==> src/rtl/apb_pkg.sv <==
// apb_pkg: definitions shared by the APB requester and APB responders.
//   APB_ADDR_W / APB_DATA_W : APB address and data widths
//   apb_state_e             : transfer phase (IDLE, SETUP, ACCESS, RESP)
//   cnt_width()             : width of a counter that must hold 0..limit
package apb_pkg;

  localparam int APB_ADDR_W = 16;
  localparam int APB_DATA_W = 8;

  typedef enum logic [1:0] {
    IDLE   = 2'd0,
    SETUP  = 2'd1,
    ACCESS = 2'd2,
    RESP   = 2'd3
  } apb_state_e;

  // A limit of 0 still needs one bit so the counter signal exists.
  function automatic int cnt_width(input int limit);
    return (limit < 1) ? 1 : $clog2(limit + 1);
  endfunction

endpackage

==> src/rtl/apb_requester.sv <==
// apb_requester: turns single commands into APB transfers, one at a time.
//   clk, n_rst                      : clock (rising edge), async active-low reset
//   req_valid/req_ready             : command handshake; req_addr/wdata/write sampled at accept
//   rsp_valid/rsp_ready             : response handshake; rsp_rdata/rsp_error held while valid
//   paddr/pwdata/pwrite/psel/penable: APB requester outputs, all registered
//   prdata/pready                   : APB responder inputs, only looked at in ACCESS
//
// state  | meaning
// IDLE   | waiting for a command, req_ready high
// SETUP  | psel=1, penable=0 for one cycle
// ACCESS | psel=1, penable=1 until pready or timeout
// RESP   | rsp_valid=1 until rsp_ready
module apb_requester
  import apb_pkg::*;
#(
  parameter int TIMEOUT_CYCLES = 255
) (
  input  logic                  clk,
  input  logic                  n_rst,
  input  logic                  req_valid,
  output logic                  req_ready,
  input  logic [APB_ADDR_W-1:0] req_addr,
  input  logic [APB_DATA_W-1:0] req_wdata,
  input  logic                  req_write,
  output logic                  rsp_valid,
  input  logic                  rsp_ready,
  output logic [APB_DATA_W-1:0] rsp_rdata,
  output logic                  rsp_error,
  output logic [APB_ADDR_W-1:0] paddr,
  output logic [APB_DATA_W-1:0] pwdata,
  output logic                  pwrite,
  output logic                  psel,
  output logic                  penable,
  input  logic [APB_DATA_W-1:0] prdata,
  input  logic                  pready
);

  localparam int CNT_W = cnt_width(TIMEOUT_CYCLES);
  localparam bit TO_EN = (TIMEOUT_CYCLES > 0);
  // Counter value during the last permitted ACCESS cycle.
  localparam logic [CNT_W-1:0] CNT_LAST = TO_EN ? CNT_W'(TIMEOUT_CYCLES - 1) : '0;

  apb_state_e            state_q, state_d;
  logic [APB_ADDR_W-1:0] paddr_q, paddr_d;
  logic [APB_DATA_W-1:0] pwdata_q, pwdata_d;
  logic                  pwrite_q, pwrite_d;
  logic                  psel_q, psel_d;
  logic                  penable_q, penable_d;
  logic                  rsp_valid_q, rsp_valid_d;
  logic [APB_DATA_W-1:0] rsp_rdata_q, rsp_rdata_d;
  logic                  rsp_error_q, rsp_error_d;
  logic [CNT_W-1:0]      cnt_q, cnt_d;
  logic                  timeout_hit;

  always_comb begin
    state_d     = state_q;
    paddr_d     = paddr_q;
    pwdata_d    = pwdata_q;
    pwrite_d    = pwrite_q;
    psel_d      = psel_q;
    penable_d   = penable_q;
    rsp_valid_d = rsp_valid_q;
    rsp_rdata_d = rsp_rdata_q;
    rsp_error_d = rsp_error_q;
    cnt_d       = cnt_q;
    timeout_hit = TO_EN && (cnt_q == CNT_LAST);

    unique case (state_q)
      IDLE: begin
        if (req_valid) begin
          paddr_d   = req_addr;
          pwdata_d  = req_wdata;
          pwrite_d  = req_write;
          psel_d    = 1'b1;
          penable_d = 1'b0;
          state_d   = SETUP;
        end
      end
      SETUP: begin
        penable_d = 1'b1;
        cnt_d     = '0;
        state_d   = ACCESS;
      end
      ACCESS: begin
        // pready is tested first so a completion on the limit cycle wins.
        if (pready) begin
          rsp_rdata_d = pwrite_q ? '0 : prdata;
          rsp_error_d = 1'b0;
          rsp_valid_d = 1'b1;
          psel_d      = 1'b0;
          penable_d   = 1'b0;
          state_d     = RESP;
        end else begin
          // Stops at TIMEOUT_CYCLES, which the counter width can hold.
          if (TO_EN) cnt_d = cnt_q + 1'b1;
          if (timeout_hit) begin
            rsp_rdata_d = '0;
            rsp_error_d = 1'b1;
            rsp_valid_d = 1'b1;
            psel_d      = 1'b0;
            penable_d   = 1'b0;
            state_d     = RESP;
          end
        end
      end
      RESP: begin
        if (rsp_ready) begin
          rsp_valid_d = 1'b0;
          state_d     = IDLE;
        end
      end
      default: state_d = IDLE;
    endcase
  end

  always_ff @(posedge clk or negedge n_rst) begin
    if (!n_rst) begin
      state_q     <= IDLE;
      paddr_q     <= '0;
      pwdata_q    <= '0;
      pwrite_q    <= 1'b0;
      psel_q      <= 1'b0;
      penable_q   <= 1'b0;
      rsp_valid_q <= 1'b0;
      rsp_rdata_q <= '0;
      rsp_error_q <= 1'b0;
      cnt_q       <= '0;
    end else begin
      state_q     <= state_d;
      paddr_q     <= paddr_d;
      pwdata_q    <= pwdata_d;
      pwrite_q    <= pwrite_d;
      psel_q      <= psel_d;
      penable_q   <= penable_d;
      rsp_valid_q <= rsp_valid_d;
      rsp_rdata_q <= rsp_rdata_d;
      rsp_error_q <= rsp_error_d;
      cnt_q       <= cnt_d;
    end
  end

  assign req_ready = (state_q == IDLE);
  assign paddr     = paddr_q;
  assign pwdata    = pwdata_q;
  assign pwrite    = pwrite_q;
  assign psel      = psel_q;
  assign penable   = penable_q;
  assign rsp_valid = rsp_valid_q;
  assign rsp_rdata = rsp_rdata_q;
  assign rsp_error = rsp_error_q;

endmodule

==> config.mk <==
export PLATFORM = sky130hd
export DESIGN_NAME = apb_requester
export DESIGN_NICKNAME = d
export VERILOG_FILES = /design/src/rtl/apb_pkg.sv /design/src/rtl/apb_requester.sv
export SDC_FILE = /design/constraint.sdc
export NUM_CORES = 1
export LEC_CHECK = 0
export ABC_AREA = 1
export CORE_UTILIZATION = 45
export CTS_CLUSTER_DIAMETER = 30
export DETAILED_ROUTE_END_ITERATION = 8
export MAX_ROUTING_LAYER = met4
export PLACE_DENSITY = 0.8
export SLEW_MARGIN = 20
export SYNTH_ARGS = -nofsm -noshare
export SYNTH_HDL_FRONTEND = slang
export SYNTH_SLANG_ARGS = --single-unit
==> constraint.sdc <==
create_clock -name clk -period 3.1 [get_ports clk]
set_input_delay 0.465 -clock clk [delete_from_list [all_inputs] [get_ports clk]]
set_output_delay 0.465 -clock clk [all_outputs]
set_load 0.02 [all_outputs]
* Word level (Yosys, flattened, before mapping) *
Index checks and enable logic that the tools add are counted.

word-level totals
  input port bits = 38
  flip-flop bits (word level) = 47
  output and inout bits = 38

operators by class
  mux-type cells = 21
  add/sub/neg operators = 1
  eq/ne operators = 8
  reduce and logical (&&, ||, !) cells = 13

operators with widths
  cell                                                 number
  2-to-1 mux 8 bit                                     4
  case mux 8 bit (2 select lines)                      1
  AND reduction 3 bit                                  4
  adder 8 x 1 -> 8 bit, second input constant          1
  equality test 8 bit, second input constant           1
  2-to-1 mux 1 bit                                     8
  2-to-1 mux 2 bit                                     4
  case mux 2 bit (4 select lines)                      1
  nonzero test 2 bit                                   4
  != test 2 bit, second input constant                 3
  AND reduction 2 bit                                  3
  equality test 2 bit, second input constant           2
  case mux 1 bit (2 select lines)                      2
  != test 3 bit, second input constant                 1
  case mux 1 bit (3 select lines)                      1
  nonzero test 3 bit                                   1
  equality test 2 x 1 -> 1 bit, second input constant  1
  logical NOT 2 bit                                    1

* Logic depth before layout (Yosys ltp) *
  depth in word-level cells = 4
  mapped depth = 10
  gate-level depth less buffers = 9

* Worst setup path before layout *
No wires, ideal clock.

  path type = register to register
  from = register state_q[0]
  to = register paddr_q[0], in the netlist paddr[0]
  arrival = 1.560 ns
  setup time = 0.125 ns
  buffers on the path = 1
  stages on the path, launching flop included = 6
  clock period less this slack = 1.685 ns
  setup slack = 1.415 ns
  data required time = 2.975 ns
  path through = dfrtp_1 -> inv_1 -> ha_1 -> nand2_1 -> buf_2 -> mux2_2

between the ends
  cells in the longest elaborated chain, start to end = 2

ends and longest elaborated chain
  what                                  line                  text
  start, declared                       apb_requester.sv:43   apb_state_e state_q, state_d;
  start signal, assigned                apb_requester.sv:129  state_q <= state_d;
  logical NOT 2 bit                     --
  named net req_ready                   apb_requester.sv:21   output logic req_ready,
  AND reduction 2 bit (no source line)  --
  end signal, assigned                  apb_requester.sv:130  paddr_q <= paddr_d;
  end, declared                         apb_requester.sv:44   logic [APB_ADDR_W-1:0] paddr_q, paddr_d;

The timed path passes the listed nets, and every way through them passes these cells.
A chain may end at the register's enable or synchronous reset.

* Worst setup path in the final report *
  from = register state_q[1]
  to = output req_ready

between the ends
  cells in the longest elaborated chain, start to end = 1

ends and longest elaborated chain
  what               line                  text
  logical NOT 2 bit  apb_requester.sv:142  assign req_ready = (state_q == IDLE);
  end, declared      apb_requester.sv:21

Every way passes these cells.

==> results.py <==
metrics = {
    "routing": {
        "first_iter_violations": 76,
        "wire_per_inst_um": 13.2,
        "first_pass_iters": 6,
        "vias_per_cell": 4.98,
        "ant_nets": 0,
        "drt-total-wl_um": 4370,
        "drc": 12,
        "num_vias": 1645,
    },
    "synthesis": {
        "synth_top_area_cell": "dfrtp_1",
        "ys_types": 20,
        "synth_edf_count": 0,
        "syn_inst": 197,
        "synth.area.top_cells": "dfrtp_1 56%, mux2_2 13%, nand2_1 9.2%",
        "synthMostInstantiatedCell": "nand2_1",
        "yosys_register_bits": 47,
        "syn_avg_cell_area_um2": 10.7,
        "ys.flop_type": "dfrtp_1",
        "ys_warn_count": 0,
        "yosysSeqAreaShare_pct": 55.6,
        "synth_nets": 243,
        "synth.top_cells.by_count": "52 x nand2_1, 47 x dfrtp_1, 25 x mux2_2",
        "synth_top_area_share_pct": 55.6,
        "netlist_area_um2": 2120,
        "async_flop_share_pct": 100,
    },
    "sta": {
        "worst_pin_slew_ps": 573,
        "post-route-period-util_pct": 69.2,
        "setup_viol": 0,
        "period_needed_ps": 2140,
        "slew_violations": 0,
        "rsz0062_at_grt": "no",
        "maxSlewHeadroom_pct": 61.8,
        "finalHoldViolCount": 0,
        "finalSetupTns_ps": 0,
        "fin_ws_ps": 955,
        "fmax_mhz": 466,
        "hold_slack_ps": 166,
        "skew_ps": 5.50,
    },
    "finish": {
        "final_layout_size_suffix_gt1_share_pct": 18.3,
        "final_util_pct": 67.9,
        "nets": 323,
        "stdcell_count": 330,
        "final_area_um2": 3020,
        "antenna_cells": 0,
        "area_growth_syn_to_layout_pct": 42.5,
    },
    "pwr": {
        "clkPwrFrac_pct": 13.4,
        "p_sw_share_pct": 38.0,
        "internal_power_mw": 1.85,
        "p_leak_nw": 1.37,
        "p_sw_mw": 1.13,
        "p_comb_share_pct": 51.5,
        "vdd_drop_max_mv": 0.510,
        "seq_power_share_pct": 35.0,
        "finalPower_mw": 2.98,
        "powerDensity_nw_per_um2": 986,
    },
    "run_status": {
        "violations": "design-rule violations",
        "status": "finished with violations",
    },
    "place": {
        "dp_cells": 322,
        "hpwl_um": 3150,
        "pre_cts_ws_ps": 1150,
        "gp_congestion": 0.771,
        "io_buffers": 75,
        "placed_cell_area_um2": 2910,
    },
    "global_routing": {
        "grt_pass1_vias": 1531,
        "met2_usage_pct": 29.2,
        "use_met1_pct": 25.2,
        "grtUsageTotal_pct": 19.2,
        "gr-total-overflow": 0,
        "grt_pass1_wl_um": 7160,
        "grt_max_degree": 48,
        "grt_busiest_layer": "met2",
        "grt_util_met3_pct": 3.99,
        "antenna_found_initial": 0,
    },
    "clock_network": {
        "cts.repair.resized": 0,
        "cts_tree": "built",
        "clock_latency_ps": 300,
        "root_buffer": "clkbuf_8",
        "clk_pin_slew_ps": 80,
        "clockBufferDepth": 2,
        "numCtsBuffers": 5,
        "cts_hold_buffers": 0,
        "cts_setup_buffers": 0,
        "clock_sinks": 47,
        "htree_levels": 2,
    },
    "die": {
        "initial_core_util_pct": 47.6,
        "die_h_um": 70.6,
        "die-area_um2": 4980,
        "core_area_um2": 4440,
        "ios": 76,
        "placement_rows": 24,
        "die_w_um": 70.6,
    },
    "critical_path": {
        "worstSetupStartpointType": "flop",
        "critical_path_class": "reg2out",
        "reg2reg_slack_ps": 1310,
        "crit_path_end_kind": "output port",
        "cp.required_ps": 2630,
        "path_max_fanout": 5,
        "critPathArrivalTime_ps": 1680,
    },
    "job": {
        "max_cap_viol_count": 0,
    },
    "worst_hold_path": {
        "min_path_type": "in2async",
    },
}
[registers in the layout, summed over array words and instances, names as in the netlist]
signal,cells
cnt_q,8
state_q,2
paddr,16
rsp_valid,1
rsp_error,1
pwrite,1
pwdata,8
rsp_rdata,8
penable,1
psel,1
[cells by family (layout without fill, tap and decap cells)]
kind of cell,Yosys count,in the layout,synth area share [%]
AO/OA/AOI/OAI,22,22,6.97
adder cells (fa/ha/maj),8,8,4.73
buffers and inverters,21,102,4.20
flip-flops,47,47,55.6
multiplexers,25,25,13.3
AND/OR/NAND/NOR,74,74,15.2
[worst max-delay path, stage by stage (launching register included)]
cell and delay, ps:
dfrtp_1 440, inv_1 120, ha_1 210, clkdlybuf4s50_1 620
[per-layer routing]
metal | wire, um | up-vias
met3 | 218 | 7
met1 | 1940 | 780
met4 | 75 | 0
li1 | - | 803
met5 | 0 | -
met2 | 2130 | 55
[power by group through the flow]
stage / logic (mW) / registers, mW / clock network (mW)
after detailed placement: 1.54 / 1.05 / 0
after global placement: 1.50 / 1.04 / 0
after global routing: 1.65 / 1.08 / 0.436
after floorplan: 0.575 / 1.33 / 0
final: 1.53 / 1.04 / 0.400
after CTS: 1.54 / 1.04 / 0.415
[final timing paths]
| kind | from | to | cells after the start |
|---|---|---|---|
| min reg2reg | penable | penable | 2 |
| min | n_rst | cnt_q[2] | 1 |
| max in group asynchronous | n_rst | paddr[8] | 1 |
| max reg2reg | state_q[0] | cnt_q[5] | 9 |
| max | state_q[1] | req_ready | 3 |
| min in group clk | penable | penable | 2 |
[final cells by class]
class	instances	area, um^2
Clock buffer	8	100
Timing Repair Buffer	76	756
Tap cell	52	65.1
Multi-Input combinational cell	129	852
Fill cell	338	1430
Sequential cell	47	1180
Inverter	18	67.6
[placed cells by master (no fill, tap or decap)]
master,instances
clkdlybuf4s50_1,74
nand2_1,52
dfrtp_1,47
mux2_2,25
inv_1,17
o21ai_2,9
o21ai_0,8
ha_1,8
clkbuf_8,7
nand3_1,6
nor2_1,5
nand4_1,4
a31oi_1,3
nand2_2,2
or2_2,2
a21oi_1,2
buf_4,2
nor2_2,1
inv_2,1
nor2_4,1
nand2_4,1
clkbuf_1,1
(Power assumes the default switching activity.)
